[config.mk]
export PLATFORM = sky130hd
export DESIGN_NAME = alu_op_arbiter
export DESIGN_NICKNAME = d
export VERILOG_FILES = /design/src/rtl/alu_op_arbiter.sv
export SDC_FILE = /design/constraint.sdc
export NUM_CORES = 1
export LEC_CHECK = 0
export ABC_AREA = 1
export BUFFER_PORTS_ARGS = -buffer_cell sky130_fd_sc_hd__buf_2
export CAP_MARGIN = 20
export CORE_ASPECT_RATIO = 1.25
export CORE_MARGIN = 2
export CORE_UTILIZATION = 45
export DETAILED_ROUTE_END_ITERATION = 7
export PLACE_DENSITY_LB_ADDON = 0.25
export SYNTH_ARGS = -nofsm -noshare
export SYNTH_HDL_FRONTEND = slang
export SYNTH_SLANG_ARGS = --single-unit
[constraint.sdc]
create_clock -name clk -period 1.7 [get_ports clk]
set_input_delay 0.255 -clock clk [delete_from_list [all_inputs] [get_ports clk]]
set_output_delay 0.255 -clock clk [all_outputs]
set_load 0.02 [all_outputs]
[src/rtl/alu_op_arbiter.sv]
// Two-requester front end for a shared add/sub/compare datapath: arbitrate, run one op, return a tagged response.
// Define ARB_RR_EN for round-robin arbitration; the default build uses fixed priority with req0 winning ties.
module alu_op_arbiter #(
  parameter int N = 4
) (
  input  logic         clk,
  input  logic         rst_n,
  input  logic         req0_valid,
  output logic         req0_ready,
  input  logic [1:0]   req0_op,
  input  logic [N-1:0] req0_a,
  input  logic [N-1:0] req0_b,
  input  logic         req0_ci,
  input  logic         req1_valid,
  output logic         req1_ready,
  input  logic [1:0]   req1_op,
  input  logic [N-1:0] req1_a,
  input  logic [N-1:0] req1_b,
  input  logic         req1_ci,
  output logic         rsp_valid,
  input  logic         rsp_ready,
  output logic         rsp_id,
  output logic [N-1:0] rsp_result,
  output logic         rsp_flag,
  output logic [2:0]   rsp_cmp,
  output logic         rsp_err,
  output logic [N-1:0] alu_a,
  output logic [N-1:0] alu_b,
  output logic         alu_cin,
  output logic         alu_borin,
  output logic         alu_oprtn1,
  output logic         alu_oprtn2,
  output logic         alu_oprtn3,
  input  logic [N-1:0] alu_sum,
  input  logic [N-1:0] alu_diff,
  input  logic         alu_cout,
  input  logic         alu_borout,
  input  logic         alu_aisbig,
  input  logic         alu_bisbig,
  input  logic         alu_equal
);

  localparam logic [1:0] OP_ADD = 2'b00;
  localparam logic [1:0] OP_SUB = 2'b01;
  localparam logic [1:0] OP_CMP = 2'b10;
  localparam logic [1:0] OP_ILL = 2'b11;

  typedef enum logic [1:0] {IDLE, EXEC, RESP} state_e;

  state_e       state_q;
  logic [1:0]   op_q;
  logic         id_q;
  logic         gnt0, gnt1, take;
  logic [1:0]   sel_op;
  logic [N-1:0] sel_a, sel_b;
  logic         sel_ci;

`ifdef ARB_RR_EN
  logic rr_q;

  // rr_q names the requester that wins a tie.
  assign gnt0 = req0_valid & (~req1_valid | ~rr_q);
  assign gnt1 = req1_valid & (~req0_valid | rr_q);

  always_ff @(posedge clk or negedge rst_n) begin
    if (!rst_n) begin
      rr_q <= 1'b0;
    end else if (take) begin
      rr_q <= ~req1_ready;
    end
  end
`else
  assign gnt0 = req0_valid;
  assign gnt1 = req1_valid & ~req0_valid;
`endif

  assign req0_ready = (state_q == IDLE) & gnt0;
  assign req1_ready = (state_q == IDLE) & gnt1;
  assign take       = req0_ready | req1_ready;

  assign sel_op = req1_ready ? req1_op : req0_op;
  assign sel_a  = req1_ready ? req1_a  : req0_a;
  assign sel_b  = req1_ready ? req1_b  : req0_b;
  assign sel_ci = req1_ready ? req1_ci : req0_ci;

  always_ff @(posedge clk or negedge rst_n) begin
    if (!rst_n) begin
      state_q    <= IDLE;
      op_q       <= 2'b00;
      id_q       <= 1'b0;
      alu_a      <= '0;
      alu_b      <= '0;
      alu_cin    <= 1'b0;
      alu_borin  <= 1'b0;
      alu_oprtn1 <= 1'b0;
      alu_oprtn2 <= 1'b0;
      alu_oprtn3 <= 1'b0;
      rsp_valid  <= 1'b0;
      rsp_id     <= 1'b0;
      rsp_result <= '0;
      rsp_flag   <= 1'b0;
      rsp_cmp    <= 3'b000;
      rsp_err    <= 1'b0;
    end else begin
      case (state_q)
        IDLE: begin
          if (take) begin
            state_q    <= EXEC;
            op_q       <= sel_op;
            id_q       <= req1_ready;
            alu_a      <= sel_a;
            alu_b      <= sel_b;
            alu_cin    <= (sel_op == OP_ADD) & sel_ci;
            alu_borin  <= (sel_op == OP_SUB) & sel_ci;
            alu_oprtn1 <= (sel_op == OP_ADD);
            alu_oprtn2 <= (sel_op == OP_SUB);
            alu_oprtn3 <= (sel_op == OP_CMP);
          end
        end
        EXEC: begin
          // Datapath outputs are valid for the enable pulsed this cycle.
          state_q    <= RESP;
          alu_cin    <= 1'b0;
          alu_borin  <= 1'b0;
          alu_oprtn1 <= 1'b0;
          alu_oprtn2 <= 1'b0;
          alu_oprtn3 <= 1'b0;
          rsp_valid  <= 1'b1;
          rsp_id     <= id_q;
          rsp_result <= (op_q == OP_ADD) ? alu_sum :
                        (op_q == OP_SUB) ? alu_diff : '0;
          rsp_flag   <= ((op_q == OP_ADD) & alu_cout) | ((op_q == OP_SUB) & alu_borout);
          rsp_cmp    <= (op_q == OP_CMP) ? {alu_aisbig, alu_bisbig, alu_equal} : 3'b000;
          rsp_err    <= (op_q == OP_ILL);
        end
        RESP: begin
          if (rsp_ready) begin
            state_q   <= IDLE;
            rsp_valid <= 1'b0;
          end
        end
        default: state_q <= IDLE;
      endcase
    end
  end

endmodule

# Word level (Yosys, flattened, before mapping)
# Index checks and enable logic that the tools add are counted.
# classes
n_eq_ne,9
n_mux,22
n_bitwise,10
n_reduce_logical,9
# ops
operator,n
2-to-1 mux 4 bit,4
case mux 1 bit (2 select lines),6
== test 2 bit (second input constant),4
AND reduction 2 bit,4
AND 1 bit,7
2-to-1 mux 1 bit,7
== test 2 x 1 -> 1 bit (second input constant),3
zero test 2 bit,3
2-to-1 mux 2 bit,3
case mux 2 bit (3 select lines),1
inequality test 2 bit (second input constant),2
nonzero test 2 bit,2
2-to-1 mux 3 bit,1
bitwise OR 1 bit,2
inverter 1 bit,1
# word_totals
regBits,29
input_bits,40
output_inout_bits,26
elab_cells,66

# Longest topological paths before layout
# Gate-level depths: netlist of the first run.
# depth
depth_word,8
ltp_mapped,8
ltp_nobuf,8

# Worst setup path before layout of the first run
# Ideal clock, no wire load.
# synth_path
path_kind,reg2reg
from,register state_q[1]
to,register id_q
setup_time_ns,0.154
t_arrival_ns,1.188
t_required_ns,1.546
slack_ns,0.357
stages_incl_launch_ff,3
path_buffers,0
period_less_slack_ns,1.343
cell_sequence,dfrtp_1 -> nor3b_1 -> o21ai_0
# synth_between
elab_chain_cells,4
elab_cells_between_ends,5
classes_between,bitwise: 3; reduce/logical: 2
# synth_rtl
item,line,rtl
from (decl),50,state_e state_q;
from (signal assigned),88,state_q <= IDLE;
from (signal assigned),108,state_q <= EXEC;
from (signal assigned),122,state_q <= RESP;
zero test 2 bit,77,assign req0_ready = (state_q == IDLE) & gnt0;
AND 1 bit,77,
net req0_ready,9,"output logic req0_ready,"
bitwise OR 1 bit,79,assign take = req0_ready | req1_ready;
AND reduction 2 bit (no source line),-,
to (signal assigned),110,id_q <= req1_ready;
to (decl),52,logic id_q;
# The timed path passes the listed nets, and every way through them passes these cells.
# A chain may end at the register's enable or synchronous reset.

# Final worst setup path of the first run
# layout_path
from,register state_q[1]
to,output port req1_ready
# layout_between
elab_chain_cells,2
# layout_rtl
item,line,rtl
zero test 2 bit,78,assign req1_ready = (state_q == IDLE) & gnt1;
AND 1 bit,78,
to (decl),15,"output logic req1_ready,"
# Every way passes these cells.

==> qor.yml, run 1 <==
outcome:
  status: "finished, final reports clean"
global_route:
  overflow: 0
  grt_pass1_vias: 1178
  grt.total_usage: 0.195
  grt_max_degree: 30
  grt_pass1_wl_um: 4890
  antenna_found_initial: 0
clocking:
  cts-root-buf: "clkbuf_4"
  numCtsBuffers: 5
  clk_pin_slew_worst_paths_ns: 0.08
  htree_levels: 2
  cts_buffer_depth: 2
  clock-sinks: 29
  cts_tree: "done"
  clock_latency_ns: 0.31
die:
  die_x_um: 53.0
  die_y_um: 65.3
  io_pins: 66
  core_um2: 2890
  rows: 22
  start_util: 0.468
  die_area_um2: 3460
synth:
  syn_inst: 156
  synth.net_count: 196
  ys_seq_area_frac: 0.537
  yosysWarnings: 0
  synth.distinct_cells: 20
  synth_area_per_cell_um2: 8.66
  synth_seq_cells: 29
  netlist_area_um2: 1350
setup_path:
  r2r-start: "state_q[1]$_DFFE_PN0P_"
  path_class: "reg -> out"
  cp_data_arrival_time_ns: 1.32
  cp-start-kind: "flop"
  r2r_end: "alu_borin$_DFFE_PN0P_"
  cp_max_fo: 10
  reg2reg_depth: 8
  critPathCaptureType: "primary output"
  critPathRequiredTime_ns: 1.44
  r2r_setup_slack_ns: 0.25
sta:
  grt_setup_unrepaired: "no"
  final.setup.tns_ns: 0
  setup_viol: 0
  worstMarginPinSlew_ns: 0.645
  slew_headroom: 0.570
  clock.fmax_mhz: 636
  fin_crit_ns: 1.57
  drv_slew: 0
  hold_viol: 0
  period_share: 0.925
  skew_ns: 0.00205
cells_and_area:
  fin_area_um2: 1790
  multi_input_area_um2: 541
  syn2layout_area_growth_pct: 32.2
  fin_cells: 264
  register_area_um2: 727
  layout_common_cells: "buf_2 (65), nand2_1 (35), dfrtp_1 (28)"
  diodes: 0
  fin_util: 0.618
  drive_above_1_share: 0.395
  fill_cells: 287
  final_common_cell: "buf_2"
  layout.nets: 268
drt:
  ant_nets: 0
  vias: 1282
  drc: 0
  drt_wl_total_um: 2940
  wl_per_cell_um: 11.1
  dr.pass1.iters: 4
  drt_iter0_markers: 23
  vias_per_cell: 4.86
power:
  peakVddDrop_mv: 1.01
  p_per_area_nw_per_um2: 1810
  power_leakage_nw: 0.964
place:
  dp_cells: 255
  gp_congestion: 0.731
  post_dp_cell_area_um2: 1710
  dp_hpwl_um: 2200
  port_buffers: 65
worst_hold_path:
  min_to: "state_q[1]$_DFFE_PN0P_"
  hold_start: "rsp_ready"
  hp-class: "in -> reg"
  hold_depth: 2
flow_run:
  maxCapViolations: 0
## synthesized netlist by cell type
cell	number	area share
inv_1	11	0.031
o21ai_4	1	0.012
nor2_2	2	0.0093
a31oi_1	5	0.023
buf_6	2	0.017
nor3b_1	1	0.0056
nor2_4	2	0.017
o31ai_1	1	0.0056
o21ai_0	14	0.052
nand3_1	19	0.070
nand2_2	1	0.0046
nand2_1	35	0.097
dfrtp_1	29	0.54
buf_2	1	0.0037
clkbuf_1	1	0.0028
o21ai_2	5	0.032
inv_2	3	0.0083
nor2_1	15	0.042
o21ai_1	7	0.026
inv_4	1	0.0046
## worst max-delay path: stages (launching register included)
cell     delay, ns
dfrtp_2       0.46
nor2_4        0.13
nand2_4       0.11
inv_4         0.12
buf_2         0.17
## flip-flops by register name (all words and copies together) (netlist names), 2 cells and up
register,flops
alu_a,4
alu_b,4
op_q,2
rsp_cmp,3
rsp_result,4
state_q,2
## metrics by stage
step,setup WS [ns],power (mW),hold slack [ns]
floorplan,0.357,2.33,-0.0406
global placement,0.275,2.78,0.311
detailed placement,0.251,2.81,0.310
CTS,0.00491,3.25,0.140
global route,0.0473,3.52,0.176
finish,0.128,3.23,0.169
## cell type report
type | count | share of cell area
flip-flops and latches | 29 | 0.407
multi-input cells | 108 | 0.303
repair buffers | 69 | 0.200
inverters | 15 | 0.0343
clock buffers | 7 | 0.0308
well taps | 36 | 0.0252
## layer usage
| layer | part of all wire | global-route usage | routed length, um |
|---|---|---|---|
| met1 | 0.42 | 0.211 | 1240 |
| met5 | 0 | 0 | 0 |
| met2 | 0.49 | 0.342 | 1440 |
| met3 | 0.080 | 0.0636 | 235 |
| met4 | 0.012 | 0.0769 | 35 |
## cells by family after synthesis
family	Yosys count	share of synthesized area
AOI/OAI and AO/OA	33	0.151
DFF	29	0.537
and+or+nand+nor	75	0.245
buffers and inverters	19	0.0667
## report_power, final
group,switching (mW),internal [mW]
registers,0.189,1.01
clock network,0.213,0.195
logic,1.06,0.559
total,1.47,1.76
## worst max-delay path by stage
| stage | from | end | slack (ns) | depth (start not counted) |
|---|---|---|---|---|
| after floorplan | state_q[1]$_DFFE_PN0P_ | id_q$_DFFE_PN0P_ | 0.36 | 2 |
| after CTS | state_q[1]$_DFFE_PN0P_ | req1_ready | 0.005 | 4 |
| after global placement | state_q[1]$_DFFE_PN0P_ | req1_ready | 0.28 | 4 |
| after global routing | state_q[1]$_DFFE_PN0P_ | req1_ready | 0.05 | 4 |
| after detailed placement | state_q[1]$_DFFE_PN0P_ | req1_ready | 0.25 | 4 |
| final | state_q[1]$_DFFE_PN0P_ | req1_ready | 0.13 | 4 |
## timing repair
item                       CTS  global route
setup buffers                0             1
setup endpoints to repair    1             1
hold endpoints to repair    29             0
hold buffers                 1             0
gates resized for setup      3             0
gates cloned                 0             0
pin swaps                    0             1
Power figures use the tool's default switching activity.
==> inputs of run 2 (changes only) <==
--- a/config.mk
+++ b/config.mk
@@ -10,7 +10,7 @@
 export CAP_MARGIN = 20
 export CORE_ASPECT_RATIO = 1.25
 export CORE_MARGIN = 2
-export CORE_UTILIZATION = 45
+export CORE_UTILIZATION = 41
 export DETAILED_ROUTE_END_ITERATION = 7
 export PLACE_DENSITY_LB_ADDON = 0.25
 export SYNTH_ARGS = -nofsm -noshare
==> constraint.sdc (replaced) <==
create_clock -name clk -period 1.41 [get_ports clk]
set_input_delay 0.2115 -clock clk [delete_from_list [all_inputs] [get_ports clk]]
set_output_delay 0.2115 -clock clk [all_outputs]
set_load 0.02 [all_outputs]
==> run 2 against run 1 <==
Critical path depth down 1. Setup slack worse by 0.10 ns. Largest power group unchanged. Via count up 4.1%. Highest routed layer unchanged. Sequential power up 20%. Final area up 9.0%. Combinational power up 38%. Clock-buffer cell count unchanged. Global-route usage down 0.74 points. Power up 37%. Sequential share of layout area down 3.4 points.
==> qor.yml, run 2 (synthesis results as in run 1) <==
setup_path:
  reg2reg_depth: 8  # unchanged
  critPathCaptureType: "primary output"  # unchanged
  crit_slowest_cell: "dfrtp_1"  # was dfrtp_2
  worstPathCellList: "buf_6 > nor3b_4 > buf_6"  # was nor2_4 > nand2_4 > inv_4 > buf_2
  cp_data_arrival_time_ns: 1.17  # was 1.32 ns
  r2r_setup_slack_ns: 0.10  # was 0.25 ns
  r2r_end: "alu_borin$_DFFE_PN0P_"  # unchanged
  crit_top_cell: "buf_6"
  r2r-start: "state_q[0]$_DFFE_PN0P_"  # was state_q[1]$_DFFE_PN0P_
  critPathMaxStageDelay_ns: 0.41  # was 0.46 ns
  critPathRequiredTime_ns: 1.20  # was 1.44 ns
  path_class: "reg -> out"  # unchanged
  cp-start-kind: "flop"  # unchanged
  cp_max_fo: 3  # was 10
sta:
  setup_viol: 0  # unchanged
  holdWs_ns: 0.160  # was 0.169 ns
  drv_slew: 0  # unchanged
  slew_headroom: 0.570  # about the same
  clock.fmax_mhz: 722
  period_share: 0.983
  final.setup.tns_ns: 0  # unchanged
  skew_ns: 0.00246  # was 0.00205 ns
  grt_setup_unrepaired: "yes"  # was no
  fin_crit_ns: 1.39
  hold_viol: 0  # unchanged
  worst_slack_ns: 0.0243  # was 0.128 ns
  worstMarginPinSlew_ns: 0.646  # was 0.645 ns
worst_hold_path:
  hold_depth: 2  # unchanged
  hp-class: "in -> reg"  # unchanged
  hold_start: "rsp_ready"  # unchanged
  min_to: "state_q[1]$_DFFE_PN0P_"  # unchanged
cells_and_area:
  fill_cells: 300  # was 287
  layout_common_cells: "buf_2 (63), nand2_1 (35), dfrtp_1 (28)"  # was buf_2 (65), nand2_1 (35), dfrtp_1 (28)
  reg_top3: "alu_a: 4 flops, alu_b: 4 flops, rsp_result: 4 flops"  # unchanged
  fin_cells: 276  # was 264
  final_common_cell: "buf_2"  # unchanged
  fin_area_um2: 1950  # was 1790 um^2
  diodes: 0  # unchanged
  drive_above_1_share: 0.435  # was 0.395
  layout.nets: 278  # was 268
  syn2layout_area_growth_pct: 44.2  # was 32.2%
  fin_util: 0.615  # was 0.618
clocking:
  cts_buffer_depth: 2  # unchanged
  clk_pin_slew_worst_paths_ns: 0.06  # was 0.08 ns
  numCtsBuffers: 5  # unchanged
  cts-root-buf: "clkbuf_8"  # was clkbuf_4
  clock_latency_ns: 0.28  # was 0.31 ns
  htree_levels: 2  # unchanged
  clock-sinks: 29  # unchanged
  cts_tree: "done"  # unchanged
drt:
  wl_per_cell_um: 11.9  # was 11.1 um
  drt_iter0_markers: 42  # was 23
  vias: 1335  # was 1,282
  ant_nets: 0  # unchanged
  vias_per_cell: 4.84  # was 4.86
  drt_wl_total_um: 3280  # was 2940 um
  drc: 0  # unchanged
  dr.pass1.iters: 4  # unchanged
global_route:
  antenna_found_initial: 0  # unchanged
  grt_pass1_wl_um: 5350  # was 4890 um
  grt_max_degree: 30  # unchanged
  grt.total_usage: 0.188  # was 0.195
  overflow: 0  # unchanged
  grt_pass1_vias: 1230  # was 1,178
die:
  die_area_um2: 3770  # was 3460 um^2
  rows: 23  # was 22
  die_y_um: 68.2  # was 65.3 um
  core_um2: 3170  # was 2890 um^2
  start_util: 0.427  # was 0.468
  die_x_um: 55.4  # was 53.0 um
  io_pins: 66  # unchanged
place:
  pre_cts_slack_ns: 0.0979  # was 0.251 ns
  port_buffers: 65  # unchanged
  dp_hpwl_um: 2360  # was 2200 um
  gp_congestion: 0.736  # was 0.731
  post_dp_cell_area_um2: 1730  # was 1710 um^2
  dp_cells: 259  # was 255
power:
  peakVddDrop_mv: 1.28  # was 1.01 mV
  p_per_area_nw_per_um2: 2270  # was 1810 nW/um^2
  p_total_mw: 4.41  # was 3.23 mW
  power_leakage_nw: 1.04  # was 0.964 nW
outcome:
  status: "finished, final reports clean"  # unchanged
flow_run:
  maxCapViolations: 0  # unchanged
==> run 2: changes by cell type in the layout (fill, tap and decap cells not counted), sizes merged <==
cell	before	now
buf	68	78
clkinv	0	1
==> run 2: worst max-delay path by stage <==
stage                                      start  slack, ns                to
after floorplan           state_q[1]$_DFFE_PN0P_       0.07  id_q$_DFFE_PN0P_
after global placement    state_q[1]$_DFFE_PN0P_       0.12        req1_ready
after detailed placement  state_q[1]$_DFFE_PN0P_        0.1        req1_ready
after CTS                 state_q[0]$_DFFE_PN0P_     0.0008        req1_ready
after global routing      state_q[1]$_DFFE_PN0P_     -0.006        req0_ready
final                     state_q[1]$_DFFE_PN0P_       0.02        req0_ready
==> run 2: layout make-up <==
cell class,instances,area [um^2],share of cell area
flip-flops and latches,29,727,0.373
multi-input cells,108,557,0.286
repair buffers,79,453,0.232
clock buffers,7,96.3,0.0495
inverters,15,63.8,0.0328
well taps,37,46.3,0.0238
clock inverters,1,5.00,0.00257
==> run 2: worst max-delay path, delay by kind of cell (launching register included) <==
family,cells,cell delay [ns]
simple gates,1,0.20
buf+inv,2,0.29
flops,1,0.41
==> run 2: where the power goes <==
part / leakage [nW] / switching (mW) / total [mW] / internal [mW]
clock network: 0.0542 / 0.305 / 0.745 / 0.440
registers: 0.360 / 0.222 / 1.44 / 1.22
logic: 0.629 / 1.36 / 2.23 / 0.866
==> run 2: what timing repair did <==
| action | CTS | global route |
|---|---|---|
| setup endpoints to repair | 2 | 11 |
| endpoints found under the hold margin | 29 | 0 |
| hold buffers | 1 | 0 |
| gates resized for setup | 8 | 5 |
| buffers inserted | 2 | 6 |
| pin swaps | 2 | 1 |
==> run 2: layer usage <==
layer	vias up	wire, um	track usage
met4	0	59	0.0915
li1	678	-	-
met1	602	1390	0.199
met3	5	267	0.0737
met5	-	0	0
met2	50	1560	0.330
